--- config.mk ---
export PLATFORM = sky130hd
export DESIGN_NAME = traffic_ctrl_param
export DESIGN_NICKNAME = d
export VERILOG_FILES = /design/src/rtl/traffic_pkg.sv /design/src/rtl/seg7_decode.sv /design/src/rtl/traffic_ctrl_param.sv
export SDC_FILE = /design/constraint.sdc
export NUM_CORES = 1
export LEC_CHECK = 0
export BUFFER_PORTS_ARGS = -buffer_cell sky130_fd_sc_hd__buf_4
export CORE_UTILIZATION = 56
export DETAILED_ROUTE_END_ITERATION = 10
export PLACE_DENSITY = 0.85
export SYNTH_ARGS = -nofsm -noshare
export SYNTH_HDL_FRONTEND = slang
export SYNTH_HIERARCHICAL = 1
export SYNTH_SLANG_ARGS = --single-unit
export TNS_END_PERCENT = 100
--- constraint.sdc ---
create_clock -name clock -period 7.2 [get_ports clock]
set_clock_uncertainty 0.05 [all_clocks]
set_input_delay 1.44 -clock clock [delete_from_list [all_inputs] [get_ports clock]]
set_output_delay 1.44 -clock clock [all_outputs]
set_load 0.02 [all_outputs]
--- src/rtl/traffic_pkg.sv ---
// Shared types and constants for the parametrised intersection controller:
// phase enum, blank code and the active-low 7-segment digit patterns.
package traffic_pkg;

  typedef enum logic [2:0] {
    G1R2,
    Y1R2,
    RR_A,
    R1G2,
    R1Y2,
    RR_B,
    NIGHT
  } state_t;

  localparam logic [6:0] SEG_BLANK = 7'h7F;

  // Index n holds digit n, segments {g..a}, a lit segment is 0.
  localparam logic [9:0][6:0] SEG_DIGITS = {
    7'h10, 7'h00, 7'h78, 7'h02, 7'h12,
    7'h19, 7'h30, 7'h24, 7'h79, 7'h40
  };

  function automatic state_t next_phase(input state_t s);
    case (s)
      G1R2:    next_phase = Y1R2;
      Y1R2:    next_phase = RR_A;
      RR_A:    next_phase = R1G2;
      R1G2:    next_phase = R1Y2;
      R1Y2:    next_phase = RR_B;
      default: next_phase = G1R2;
    endcase
  endfunction

endpackage

--- src/rtl/seg7_decode.sv ---
// One BCD digit to active-low 7-segment pattern; non-decimal codes and the
// blank request both produce a dark digit.
module seg7_decode
  import traffic_pkg::*;
(
  input  logic [3:0] bcd,
  input  logic       blank,
  output logic [6:0] seg
);

  always_comb begin
    seg = SEG_BLANK;
    if (!blank && (bcd <= 4'd9)) begin
      seg = SEG_DIGITS[bcd];
    end
  end

endmodule

--- src/rtl/traffic_ctrl_param.sv ---
// Two-direction traffic light controller with parametrised phase lengths,
// per-direction two-digit countdown and a flashing-yellow night mode.
module traffic_ctrl_param
  import traffic_pkg::*;
#(
  parameter int TICK_DIV = 50_000_000,
  parameter int T_GREEN  = 25,
  parameter int T_YELLOW = 3,
  parameter int T_ALLRED = 2
) (
  input  logic       clock,
  input  logic       rst,
  input  logic       night_mode,
  output logic       R1,
  output logic       Y1,
  output logic       G1,
  output logic       R2,
  output logic       Y2,
  output logic       G2,
  output logic [6:0] D1Seg0,
  output logic [6:0] D1Seg1,
  output logic [6:0] D2Seg0,
  output logic [6:0] D2Seg1
);

  localparam int CW = $clog2(TICK_DIV);
  localparam logic [CW-1:0] CNT_MAX = CW'(TICK_DIV - 1);
  localparam logic [6:0] TG = 7'(T_GREEN);
  localparam logic [6:0] TY = 7'(T_YELLOW);
  localparam logic [6:0] TA = 7'(T_ALLRED);

  if ((TICK_DIV < 2) || (T_GREEN < 1) || (T_YELLOW < 1) || (T_ALLRED < 1) ||
      ((T_GREEN + T_YELLOW + T_ALLRED) > 99)) begin : g_param_check
    $error("traffic_ctrl_param: illegal timing parameters");
  end

  logic [CW-1:0] cnt;
  logic          tick;
  state_t        state_q, state_d;
  logic [6:0]    timer_q, timer_d;
  logic          flash_q, flash_d;
  logic [6:0]    d1val, d2val;
  logic          dark;
  logic [3:0]    d1tens, d1units, d2tens, d2units;

  function automatic logic [6:0] duration(input state_t s);
    case (s)
      G1R2, R1G2: duration = TG;
      Y1R2, R1Y2: duration = TY;
      default:    duration = TA;
    endcase
  endfunction

  assign tick = (cnt == CNT_MAX);

  always_ff @(posedge clock or negedge rst) begin
    if (!rst) begin
      cnt <= '0;
    end else if (tick) begin
      cnt <= '0;
    end else begin
      cnt <= cnt + 1'b1;
    end
  end

  always_ff @(posedge clock or negedge rst) begin
    if (!rst) begin
      state_q <= G1R2;
      timer_q <= TG;
      flash_q <= 1'b0;
    end else begin
      state_q <= state_d;
      timer_q <= timer_d;
      flash_q <= flash_d;
    end
  end

  // A night request outranks phase expiry when both land on the same tick.
  always_comb begin
    state_d = state_q;
    timer_d = timer_q;
    flash_d = flash_q;
    if (tick) begin
      if ((state_q != NIGHT) && night_mode) begin
        state_d = NIGHT;
        flash_d = 1'b1;
      end else if (state_q == NIGHT) begin
        if (night_mode) begin
          flash_d = ~flash_q;
        end else begin
          state_d = RR_B;
          timer_d = TA;
          flash_d = 1'b0;
        end
      end else if (timer_q > 7'd1) begin
        timer_d = timer_q - 7'd1;
      end else begin
        state_d = next_phase(state_q);
        timer_d = duration(next_phase(state_q));
      end
    end
  end

  // The red direction counts down to its own green, so it adds the phases
  // still ahead of it.
  always_comb begin
    R1 = 1'b0; Y1 = 1'b0; G1 = 1'b0;
    R2 = 1'b0; Y2 = 1'b0; G2 = 1'b0;
    d1val = timer_q;
    d2val = timer_q;
    dark  = 1'b0;
    case (state_q)
      G1R2: begin G1 = 1'b1; R2 = 1'b1; d2val = timer_q + TY + TA; end
      Y1R2: begin Y1 = 1'b1; R2 = 1'b1; d2val = timer_q + TA; end
      RR_A, RR_B: begin R1 = 1'b1; R2 = 1'b1; end
      R1G2: begin R1 = 1'b1; G2 = 1'b1; d1val = timer_q + TY + TA; end
      R1Y2: begin R1 = 1'b1; Y2 = 1'b1; d1val = timer_q + TA; end
      NIGHT: begin Y1 = flash_q; Y2 = flash_q; dark = 1'b1; end
      default: begin end
    endcase
  end

  assign d1tens  = 4'(d1val / 7'd10);
  assign d1units = 4'(d1val % 7'd10);
  assign d2tens  = 4'(d2val / 7'd10);
  assign d2units = 4'(d2val % 7'd10);

  seg7_decode u_d1_units (.bcd(d1units), .blank(dark), .seg(D1Seg0));
  seg7_decode u_d1_tens  (.bcd(d1tens), .blank(dark || (d1tens == 4'd0)), .seg(D1Seg1));
  seg7_decode u_d2_units (.bcd(d2units), .blank(dark), .seg(D2Seg0));
  seg7_decode u_d2_tens  (.bcd(d2tens), .blank(dark || (d2tens == 4'd0)), .seg(D2Seg1));

endmodule

# Word level (Yosys, flattened, before mapping)
# Memory sizes are Yosys's and may differ from the RTL's.
# Index checks and enable logic that the tools add are counted.
# word_totals
ff_bits,37
latch_bits,0
ram_bits,0
mem_bits_ro,448
in_bits,3
output_inout_bits,34
memories,4
# op_classes
n_addsub,5
n_mul,0
div_mod_pow,4
order_cmp,9
eq_ne,14
n_shift,0
n_mux,33
bitwise_logic,2
n_reduce_logical,22
# memory_table
name,words,word_bits,rd,rd_clocked_by_memory_dff,wr,line,source
(no name shown),16,7,1,0,0,seg7_decode.sv:14,seg = SEG_DIGITS[bcd];
(no name shown),16,7,1,0,0,seg7_decode.sv:14,
(no name shown),16,7,1,0,0,seg7_decode.sv:14,
(no name shown),16,7,1,0,0,seg7_decode.sv:14,
# op_table
op,count
$mux 7,11
$pmux 7 s2,2
$add 26x1->26 const B,1
$eq 26x26->1 const B,1
$mux 26,1
$add 7x2->7 const B,3
$mux 3,7
$lt 4x5->1 const B,4
$le 4x4->1 const B,4
$pmux 3 s5,1
$div 7x4->7 const B,2
$mod 7x4->7 const B,2
$eq 3x3->1 const B,4
$pmux 5 s2,1
$eq 3x2->1 const B,3
$ne 3x3->1 const B,3
$logic_not 4->1,2
$mux 1,8
$reduce_or 4->1,2
$gt 7x1->1 const B,1
$sub 7x1->7 const B,1
$eq 3x1->1 const B,2
$logic_not 3->1,2
$reduce_and 3->1,2
other kinds (9),19

# Depth between registers and ports, before layout
# Gate-level depths: netlist of run 1.
# depth
word_depth,11
mapped_depth,31
mapped_depth_nobuf,30

# Modules after synthesis
# The synthesis of run 1 kept the hierarchy.
# modules_own_cells
mod,n_inst,cells_each,area_per_inst_um2
traffic_ctrl_param,1,464,3704.8
seg7_decode,4,29,210.2

# Worst setup path before layout of run 1
# Ideal clock, no wire load.
# synth_timing
path_type,register to output
start,reg timer_q[2]
end,out D1Seg0[3]
arrival_time_ns,5.973
path_slack_ns,-0.263
path_stages_with_launch,32
n_path_buf,1
cell_sequence,dfrtp_1 > buf_4 > inv_1 > ha_1 > a21o_1 > nor3b_1 > o22ai_1 > a21oi_1 > ha_1 > o221a_4 > or3_4 > and2_4 > inv_4 > ha_1 > nand2_1 > o21ai_0 > a21boi_1 > a211oi_4 > inv_2 > nor2_1 > nor2_1 > ha_1 > inv_1 > nand2_1 > o32ai_4 > o21a_2 > o41ai_2 > inv_1 > ha_1 > inv_1 > a21oi_1 > o21ai_0
# synth_between
elab_chain_len,7
# synth_lines
element,line,source
from (decl),traffic_ctrl_param.sv:40,"logic [6:0] timer_q, timer_d;"
from (signal assigned),traffic_ctrl_param.sv:73,timer_q <= timer_d;
$add 7x2->7 (2 in series),traffic_ctrl_param.sv:116,R1G2: begin R1 = 1'b1; G2 = 1'b1; d1val = timer_q + TY + TA; end
$pmux 7 s2 (*),traffic_ctrl_param.sv:112,case (state_q)
$mod 7x4->7 (*),traffic_ctrl_param.sv:124,assign d1units = 4'(d1val % 7'd10);
via d1units[1],traffic_ctrl_param.sv:44,"logic [3:0] d1tens, d1units, d2tens, d2units;"
$mem_v2 16x7 or $le 4x4->1 (tied branches),n/a,
$mux 7 (not written as such) or $logic_and 1x1->1 (tied branches),"seg7_decode.sv:14, seg7_decode.sv:13",
$mux 7 (*),seg7_decode.sv:13,if (!blank && (bcd <= 4'd9)) begin
to (decl),traffic_ctrl_param.sv:20,"output logic [6:0] D1Seg0,"
# The timed path passes the listed nets; every way through them passes the cells marked *. The select of a mux whose other input is x is not followed.

# Worst setup path after layout of run 1
# layout_timing
start,reg timer_q[0]
end,out D1Seg1[4]
# layout_between
elab_chain_len,9
# layout_lines
element,line,source
$add 7x2->7 (2 in series),traffic_ctrl_param.sv:116,
$pmux 7 s2 (*),traffic_ctrl_param.sv:112,
$div 7x4->7 (*),traffic_ctrl_param.sv:123,assign d1tens = 4'(d1val / 7'd10);
via d1tens[0],traffic_ctrl_param.sv:44,
branches (longest 4 deep; another with $mem_v2 16x7),n/a,
$mux 7 (*),seg7_decode.sv:13,
to (decl),traffic_ctrl_param.sv:21,"output logic [6:0] D1Seg1,"
# Mark *: on every way through the listed nets, which the timed path passes. The select of a mux whose other input is x is not followed.

==> out/qor.yml, run 1 <==
critical_path:
  crit_slowest_cell: "dfstp_2"
  startpoint_type: "flip-flop"
  required_ns: 5.71
  critPathMaxFanout: 13
  crit_top_cell: "ha_4"
  critPathKind: "reg2out"
  end_kind: "output port"
  cpPeakStageDelay_ns: 0.57
  arrival_ns: 5.87
cells_and_area:
  syn_to_final_growth_pct: 23.51
  nets: 693
  diodes: 0
  num-fill-cells: 546
  drive_above_1_share_pct: 29.42
  finish.instance_area_um2: 5614
  layout_commonest_cell: "buf_4"
  layout_common_cells: "buf_4 (86), nor2_1 (60), nand2_1 (56)"
clock_tree:
  cts_buffers: 5
  cts_tree: "yes"
  root_buffer: "clkbuf_8"
  cts.clk_slew.worst_paths_ns: 0.07
  h-tree-depth: 2
  clk_latency_ns: 0.29
  clk_path_buf_depth: 2
  cts_sinks: 37
power_and_ir_drop:
  p_per_area_nw_per_um2: 64.33
  seq_power_share_pct: 57.5
  p_comb_share_pct: 1.5
  swShare_pct: 21.15
  peakVddDrop_v: 0.0001096
  power.share.clock_pct: 40.9
  finalPower_mw: 0.3612
  net-switching-power_mw: 0.07640
  p_leak_nw: 2.397
  intPower_mw: 0.2848
die:
  coreArea_um2: 7807
  initial_core_util_pct: 58.22
  die_area_um2: 8481
  rows: 32
  die_h_um: 92.10
  ioPinCount: 37
  fp.dieW_um: 92.10
drt:
  vias_per_cell: 6.577
  remaining_drc_errors: 0
  wl_per_cell_um: 18.12
  drt_pass1_iterations: 6
  vias: 4985
  wl_um: 13740
  first_iter_violations: 588
  antenna_left: 0
yosys:
  synth_cell_types: 88
  ys_seq_area_share_pct: 20.45
  yosysWarnings: 6
  syn_nets: 617
  synth_area_um2: 4546
  synth.largest_area_cell: "dfrtp_1"
  synth.avg_cell_area_um2: 7.837
  synthArstFlopShare_pct: 100.0
  synth-main-ff-cell: "dfrtp_1"
  synth_top_area_share_pct: 18.72
  synth.area.top_cells: "dfrtp_1 (19%), ha_1 (9.4%), nor2_1 (5.2%)"
  netlist_instances: 580
  ys_seq_elements: 37
  synth_enable_flop_cells: 0
status:
  status: "finished with violations"
  violations: "setup timing"
placement:
  gp_congestion: 0.9442
  place_area_um2: 5047
  hpwl_um: 8688
  preCtsSetupSlack_ns: -0.1890
  port_buffers: 36
timing:
  fin_hold_ws_ns: 0.4131
  tightest_slew_ns: 0.9190
  fmaxAchievable_mhz: 135.9
  hold_violations: 0
  worst_slack_ns: -0.1586
  rsz0062_at_grt: "true"
  finalSetupViolations: 14
  fin_crit_sh_pct: 102.2
  drv_slew: 0
  min_period_ns: 7.359
  slew_headroom_pct: 38.73
grt:
  grt_pass1_wl_um: 20640
  grt_antenna_before_repair: 0
  track_usage_pct: 29.47
  grt_pass1_vias: 4422
  gr-total-overflow: 0
  grt_max_degree: 38
job:
  maxCapViolCount: 0
worst_hold_path:
  min_path_type: "reg2reg"
repair_timing:
item,4_1_cts,5_1_grt
setup endpoints to repair,14,14
pin swaps,14,22
resized for setup,42,27
cloned,0,0
hold buffers,0,0
buffers inserted,16,7
worst max-delay path, delay by kind of cell, from the launching register on:
| kind | cells | cell delay, ns |
|---|---|---|
| buffers and inverters | 6 | 0.69 |
| adder cells (fa/ha/maj) | 4 | 0.82 |
| flip-flops | 1 | 0.57 |
| AND/OR/NAND/NOR | 7 | 1.40 |
| AO/OA/AOI/OAI | 11 | 2.11 |
worst paths after layout:
kind / startpoint / depth (start not counted) / slack, ns / to
setup reg to reg: cnt[0]$_DFF_PN0_ / 9 / 3.89 / timer_q[4]$_DFFE_PN1P_
min in group asynchronous: rst / 1 / 1.04 / cnt[13]$_DFF_PN0_
max in group asynchronous: rst / 1 / 5.71 / timer_q[3]$_DFFE_PN1P_
hold reg to reg: cnt[0]$_DFF_PN0_ / 1 / 0.41 / cnt[0]$_DFF_PN0_
setup / recovery: timer_q[0]$_DFFE_PN1P_ / 28 / -0.16 / D1Seg1[4]
hold / removal: cnt[0]$_DFF_PN0_ / 1 / 0.41 / cnt[0]$_DFF_PN0_
Yosys cell counts (4+ instances only):
master / count
a21o_1: 5
a21oi_1: 44
a21oi_4: 4
a31oi_1: 7
and2b_2: 4
and3_1: 8
buf_2: 9
buf_4: 4
buf_6: 6
clkbuf_1: 5
dfrtp_1: 34
ha_1: 34
inv_1: 35
nand2_1: 58
nand2b_1: 9
nand3_1: 23
nand4_1: 6
nor2_1: 63
nor2b_1: 4
nor3_1: 13
nor4_1: 6
o211ai_1: 9
o21a_1: 4
o21ai_0: 46
o21ai_1: 6
o21bai_4: 4
o221ai_1: 5
o22ai_1: 7
or3_1: 5
xnor2_1: 17
xor2_1: 10
power by group through the flow:
stage / Sequential, mW / Combinational [mW] / Clock (mW)
after global routing: 0.208 / 0.00638 / 0.157
after CTS: 0.208 / 0.00577 / 0.149
after detailed placement: 0.212 / 0.00580 / 0
after global placement: 0.212 / 0.00552 / 0
after floorplan: 0.212 / 0.000319 / 0
final: 0.208 / 0.00545 / 0.148
registers in the layout, summed over array words and instances, names as in the netlist:
name / cells
cnt: 26
flash_q: 1
state_q: 3
timer_q: 7
metal layers:
metal / wire length (um) / share of wire (%) / vias to the layer above / track usage, %
li1: - / - / 2248 / -
met1: 5503 / 40 / 2296 / 38.79
met2: 6453 / 47 / 352 / 48.51
met3: 1205 / 8.8 / 89 / 4.478
met4: 571 / 4.2 / 0 / 11.33
met5: 0 / 0 / - / 0
logic make-up (layout without fill, tap and decap cells):
| family | after synthesis | in the layout | share of synthesized area, % |
|---|---|---|---|
| AOI/OAI and AO/OA | 192 | 192 | 31.71 |
| xor gates and xnor gates | 30 | 30 | 6.661 |
| adders and majority gates | 34 | 34 | 9.359 |
| buffers and inverters | 63 | 139 | 6.826 |
| DFF | 37 | 37 | 20.45 |
| muxes | 3 | 3 | 0.6881 |
| and+or+nand+nor | 221 | 221 | 24.31 |
through the flow:
stage / std cells / TNS (ns) / utilization, %
after CTS: 751 / 0 / 69.78
final: 758 / -1.670 / 71.91
after global placement: 728 / 0 / 64.65
after global routing: 758 / -4.053 / 71.91
after floorplan: 580 / 0 / -
after detailed placement: 728 / -1.940 / 64.65
final cells by class:
class / instances / area, um2 / area share, %
Clock buffer: 7 / 86.33 / 1.538
Inverter: 39 / 153.9 / 2.741
Multi-Input combinational cell: 480 / 3596 / 64.05
Sequential cell: 37 / 932.1 / 16.60
Tap cell: 102 / 127.6 / 2.273
Timing Repair Buffer: 93 / 718.2 / 12.79
Power figures use the tool's default switching activity.
==> run 2: changes to the inputs <==
==> constraint.sdc (replaced) <==
create_clock -name clock -period 6.3 [get_ports clock]
set_clock_uncertainty 0.05 [all_clocks]
set_input_delay 1.26 -clock clock [delete_from_list [all_inputs] [get_ports clock]]
set_output_delay 1.26 -clock clock [all_outputs]
set_load 0.02 [all_outputs]
==> run 2 against run 1 <==
  * The run still ends with setup timing left
  * Via count rose by 9.9%
  * Clock power is 14% higher
  * Global-route usage up 5.8 points
  * Cell area rose by 12%
  * Final cell count rose by 7.3%
  * Non-clock buffer count rose by 54
  * Largest power group unchanged
  * First-iteration DRC count is 24% higher
==> out/qor.yml, run 2 (synthesis gave the netlist of run 1 again) <==
placement:
  port_buffers: 36  # unchanged
  hpwl_um: 9430  # +8.5%
  gp_congestion: 0.9169  # -2.9%
  placed_cells: 773  # +6.2%
drt:
  remaining_drc_errors: 0  # unchanged
  drt_pass1_iterations: 6  # unchanged
  vias: 5480  # +9.9%
  wl_per_cell_um: 20.96  # +16%
  wl_um: 17040  # +24%
  vias_per_cell: 6.740  # +2.5%
  first_iter_violations: 732  # +24%
  antenna_left: 0  # unchanged
grt:
  gr-total-overflow: 0  # unchanged
  grt_pass1_wl_um: 24020  # +16%
  grt_max_degree: 38  # unchanged
  track_usage_pct: 35.24  # +5.8 points
  grt_pass1_vias: 5037  # +14%
  grt_antenna_before_repair: 0  # unchanged
status:
  violations: "setup timing"
  status: "finished with violations"
cells_and_area:
  regMostFlops: "cnt"
  largest_register_ffs: 26  # unchanged
  drive_above_1_share_pct: 39.38  # +10 points
  nets: 747  # +7.8%
  diodes: 0  # unchanged
  top_regs: "cnt (26), timer_q (7), state_q (3)"
  finalNonFillerCells: 813  # +7.3%
  syn_to_final_growth_pct: 38.10
  layout_common_cells: "buf_4 (127), nor2_1 (59), nand2_1 (53)"
  layout_commonest_cell: "buf_4"
  fin_util_pct: 80.40  # +8.5 points
clock_tree:
  h-tree-depth: 2  # unchanged
  cts_hold_buf: 0  # unchanged
  cts_buffers: 5  # unchanged
  root_buffer: "clkbuf_8"
  clk_path_buf_depth: 2  # unchanged
  cts_sinks: 37  # unchanged
  cts.clk_slew.worst_paths_ns: 0.08  # about the same
  clk_latency_ns: 0.30  # about the same
  cts_tree: "yes"
timing:
  fmaxAchievable_mhz: 140.4
  hold_violations: 0  # unchanged
  drv_slew: 0  # unchanged
  fin_hold_ws_ns: 0.4161  # +0.002921 ns
  fin_setup_tns_ns: -10.26  # -8.593 ns
  tightest_slew_ns: 1.249  # +0.3302 ns
  finalSetupViolations: 14  # unchanged
  worst_slack_ns: -0.8215  # -0.6629 ns
  slew_headroom_pct: 16.72  # -22 points
  rsz0062_at_grt: "true"
  fin_crit_sh_pct: 113.0
  min_period_ns: 7.122
critical_path:
  startpoint_type: "flip-flop"
  end_kind: "output port"
  cpPeakStageDelay_ns: 0.43  # -0.14 ns
  critPathKind: "reg2out"
  cp_num_buf_inv: 10  # +4
  critPathMaxFanout: 5  # -8
  required_ns: 4.99  # -0.72 ns
  crit_slowest_cell: "dfrtp_1"
  crit_family: "compound AO/OA/AOI/OAI gates"
  arrival_ns: 5.81  # -0.06 ns
  crit_top_cell: "buf_4"
die:
  die_h_um: 92.10  # unchanged
  ioPinCount: 37  # unchanged
  coreArea_um2: 7807  # unchanged
  rows: 32  # unchanged
  fp.dieW_um: 92.10  # unchanged
  initial_core_util_pct: 58.22  # unchanged
  die_area_um2: 8481  # unchanged
power_and_ir_drop:
  finalPower_mw: 0.4113  # +14%
  p_per_area_nw_per_um2: 65.52  # +1.8%
  p_leak_nw: 2.732  # +14%
  peakVddDrop_v: 0.0001536  # +40%
job:
  maxCapViolCount: 0  # unchanged
worst_hold_path:
  min_path_type: "reg2reg"
[run 2: cell count changes in the layout (fill, tap and decap cells not counted), sizes merged]
| cell | delta |
|---|---|
| clkinvlp | +1 |
| buf | +55 |
| clkinv | +2 |
| clkbuf | -3 |
[run 2: path summary, 6_finish.rpt]
path / startpoint / end / slack, ns / cells after the start
max: state_q[0]$_DFFE_PN0P_ / D1Seg1[3] / -0.82 / 31
min: cnt[0]$_DFF_PN0_ / cnt[0]$_DFF_PN0_ / 0.42 / 1
max reg2reg: cnt[0]$_DFF_PN0_ / timer_q[4]$_DFFE_PN1P_ / 2.69 / 9
min reg2reg: cnt[0]$_DFF_PN0_ / cnt[0]$_DFF_PN0_ / 0.42 / 1
max in group asynchronous: rst / state_q[1]$_DFFE_PN0P_ / 4.97 / 1
min in group asynchronous: rst / timer_q[5]$_DFFE_PN0P_ / 0.87 / 1
[run 2: cell type report]
cell class                      count  area, um2
Tap cell                          102      127.6
Clock buffer                        5      68.82
Timing Repair Buffer              147       1187
Fill cell                         440       1530
Multi-Input combinational cell    480       3786
Inverter                           39      156.4
Clock inverter                      3      17.52
Sequential cell                    37      933.4
[run 2: power by group]
group          internal [mW]  switching, mW  total (mW)
clock                 0.0764         0.0912       0.168
sequential             0.237              0       0.237
combinational        0.00112        0.00517     0.00629
[run 2: timing repair]
item	CTS	global route
setup endpoints to repair	20	28
pin swaps	30	26
setup buffers	25	9
gates resized for setup	40	36
[run 2: per-stage QoR]
stage / worst slack [ns] / area, um2
after floorplan: -0.4001 / 4756
after global placement: -0.2185 / 5587
after detailed placement: -0.3832 / 5587
after CTS: -0.4899 / 6050
after global routing: -1.012 / 6277
final: -0.8215 / 6277
[run 2: routing by layer]
layer / part of all wire [%] / global-route usage (%) / vias up
li1: - / - / 2358
met3: 11 / 5.141 / 162
met4: 7.6 / 18.88 / 0
met5: 0 / 0 / -
met1: 36 / 44.24 / 2506
met2: 45 / 58.21 / 454
==> run 3: changes to the inputs <==
--- a/config.mk
+++ b/config.mk
@@ -6,6 +6,7 @@
 export NUM_CORES = 1
 export LEC_CHECK = 0
 export BUFFER_PORTS_ARGS = -buffer_cell sky130_fd_sc_hd__buf_4
+export CORE_MARGIN = 5
 export CORE_UTILIZATION = 56
 export DETAILED_ROUTE_END_ITERATION = 10
 export PLACE_DENSITY = 0.85
==> run 3 against run 2 <==
  * Power down 0.18%
  * Die area grew 18%
  * Sequential power is essentially flat
  * Worst hold slack gained 0.0081 ns
  * Flip-flop and latch count unchanged
  * Global-route usage down 7.4 points
  * Critical endpoint is now D1Seg0[0]
  * The run still ends with setup timing left
  * Critical path depth down 1
  * Via count is 2.4% lower
  * Clock power about the same
  * Largest cell class unchanged
  * Cell area increased by 1.7%
==> out/qor.yml, run 3 (synthesis gave the netlist of run 1 again) <==
timing:
  hold_violations: 0  # unchanged
  fin_crit_sh_pct: 113.9  # +0.86 points
  worst_slack_ns: -0.8755  # -0.05396 ns
  rsz0062_at_grt: "true"
  min_period_ns: 7.176  # +0.05396 ns
  fmaxAchievable_mhz: 139.4  # -0.75%
  slew_headroom_pct: 26.38  # +9.7 points
  drv_slew: 0  # unchanged
  finalSetupViolations: 14  # unchanged
  tightest_slew_ns: 1.104  # -0.1448 ns
power_and_ir_drop:
  seq_power_share_pct: 57.8  # about the same
  power.share.clock_pct: 40.7  # about the same
  p_per_area_nw_per_um2: 64.32  # -1.8%
  swShare_pct: 23.29  # -0.14 points
  finalPower_mw: 0.4105  # -0.18%
  p_comb_share_pct: 1.5  # about the same
  peakVddDrop_v: 0.0001412  # -8.1%
  p_leak_nw: 2.787  # +2.0%
  net-switching-power_mw: 0.09561  # -0.77%
  intPower_mw: 0.3149  # about the same
job:
  maxCapViolCount: 0  # unchanged
worst_hold_path:
  hold_path_startpoint: "cnt[0]$_DFF_PN0_"
  min_path_type: "reg2reg"
die:
  fp.dieW_um: 100.1  # +8.7%
  die_h_um: 100.1  # +8.7%
  initial_core_util_pct: 58.22  # unchanged
  die_area_um2: 10020  # +18%
  ioPinCount: 37  # unchanged
  coreArea_um2: 7807  # unchanged
  rows: 32  # unchanged
grt:
  grt_antenna_before_repair: 0  # unchanged
  grt_pass1_wl_um: 23030  # -4.1%
  grt_max_degree: 38  # unchanged
  track_usage_pct: 27.80  # -7.4 points
  gr-total-overflow: 0  # unchanged
  grt_pass1_vias: 4900  # -2.7%
critical_path:
  crit_slowest_cell: "dfstp_2"
  reg2reg_from: "cnt[0]$_DFF_PN0_"
  arrival_ns: 5.87  # +0.06 ns
  cpPeakStageDelay_ns: 0.63  # +0.20 ns
  cp-startpoint: "timer_q[3]$_DFFE_PN1P_"
  end_kind: "output port"
  critPathMaxFanout: 5  # unchanged
  crit_top_cell: "buf_6"
  required_ns: 4.99  # about the same
  startpoint_type: "flip-flop"
  critPathKind: "reg2out"
clock_tree:
  clk_latency_ns: 0.30  # about the same
  cts_tree: "yes"
  cts.clk_slew.worst_paths_ns: 0.08  # about the same
  h-tree-depth: 2  # unchanged
  root_buffer: "clkbuf_8"
  cts_buffers: 5  # unchanged
  cts_hold_buf: 0  # unchanged
  cts_sinks: 37  # unchanged
  clk_path_buf_depth: 2  # unchanged
cells_and_area:
  layout_common_cells: "buf_4 (135), nor2_1 (59), nand2_1 (54)"
  multi_input_area_um2: 3776  # -0.26%
  drive_above_1_share_pct: 39.97  # +0.59 points
  nets: 759  # +1.6%
  diodes: 0  # unchanged
  regArea_um2: 934.6  # +0.13%
  num-fill-cells: 433  # -1.6%
  regMostFlops: "cnt"
  largest_register_ffs: 26  # unchanged
  syn_to_final_growth_pct: 40.41
  top_regs: "cnt (26), timer_q (7), state_q (3)"
  fin_util_pct: 81.75  # +1.3 points
  layout_commonest_cell: "buf_4"
status:
  violations: "setup timing"
  status: "finished with violations"
placement:
  port_buffers: 36  # unchanged
  gp_congestion: 0.9647  # +5.2%
  hpwl_um: 9745  # +3.3%
drt:
  first_iter_violations: 709  # -3.1%
  remaining_drc_errors: 0  # unchanged
  wl_per_cell_um: 19.18  # -8.5%
  vias: 5348  # -2.4%
  antenna_left: 0  # unchanged
  wl_um: 15830  # -7.1%
  vias_per_cell: 6.482  # -3.8%
  drt_pass1_iterations: 7  # +1
-- run 3: changes by cell type in the layout (fill, tap and decap cells not counted), sizes merged --
cell  delta
buf     +12
-- run 3: metrics by stage --
step / instances / worst slack [ns] / TNS [ns] / area [um2] / hold slack (ns)
floorplan: 580 / -0.4001 / -4.183 / 4756 / 0.3829
detailed placement: 778 / -0.4110 / -5.039 / 5624 / 0.4065
CTS: 811 / -0.5452 / -7.064 / 6105 / 0.4276
global route: 825 / -1.021 / -13.68 / 6382 / 0.4695
global placement: 778 / -0.2536 / -2.615 / 5624 / 0.3963
finish: 825 / -0.8755 / -11.70 / 6382 / 0.4242
-- run 3: layer usage --
layer,GRT usage (%),up-vias,share of wire [%]
met5,0,-,0
li1,-,2389,-
met4,10.16,0,5.4
met3,4.517,107,9.8
met2,47.10,391,47
met1,35.72,2461,38
-- run 3: layout make-up --
cell class,count,share of cell area [%]
Tap cell,102,2.000
Inverter,39,2.451
Sequential cell,37,14.64
Timing Repair Buffer,159,20.39
Multi-Input combinational cell,480,59.16
Clock buffer,5,1.078
Clock inverter,3,0.2745
-- run 3: worst max-delay path: cells and delay by family (launching register included) --
kind,cells,cell delay (ns)
AO/OA/AOI/OAI,10,1.96
XOR/XNOR,1,0.08
adder cells (fa/ha/maj),3,0.50
buffers and inverters,8,0.97
flip-flops,1,0.63
AND/OR/NAND/NOR,8,1.40
-- run 3: repair_timing --
item / CTS / global route
buffers inserted: 25 / 14
hold endpoints to repair: 0 / 0
pin swaps: 22 / 24
resized for setup: 47 / 30
setup endpoints to repair: 14 / 27
-- run 3: final timing paths --
| kind | slack [ns] | to | cells after the start |
|---|---|---|---|
| setup / recovery | -0.88 | D1Seg0[0] | 30 |
| hold / removal | 0.42 | cnt[0]$_DFF_PN0_ | 1 |
| setup reg to reg | 2.76 | timer_q[3]$_DFFE_PN1P_ | 9 |
| hold reg to reg | 0.42 | cnt[0]$_DFF_PN0_ | 1 |
| max in group asynchronous | 4.98 | state_q[0]$_DFFE_PN0P_ | 1 |
| min in group asynchronous | 0.87 | cnt[8]$_DFF_PN0_ | 1 |
-- run 3: power by group through the flow --
stage,combinational [mW],clock [mW],sequential (mW)
after global placement,0.00625,0,0.242
after floorplan,0.000364,0,0.242
after global routing,0.00730,0.180,0.237
final,0.00621,0.167,0.237
after detailed placement,0.00649,0,0.242
after CTS,0.00647,0.167,0.237
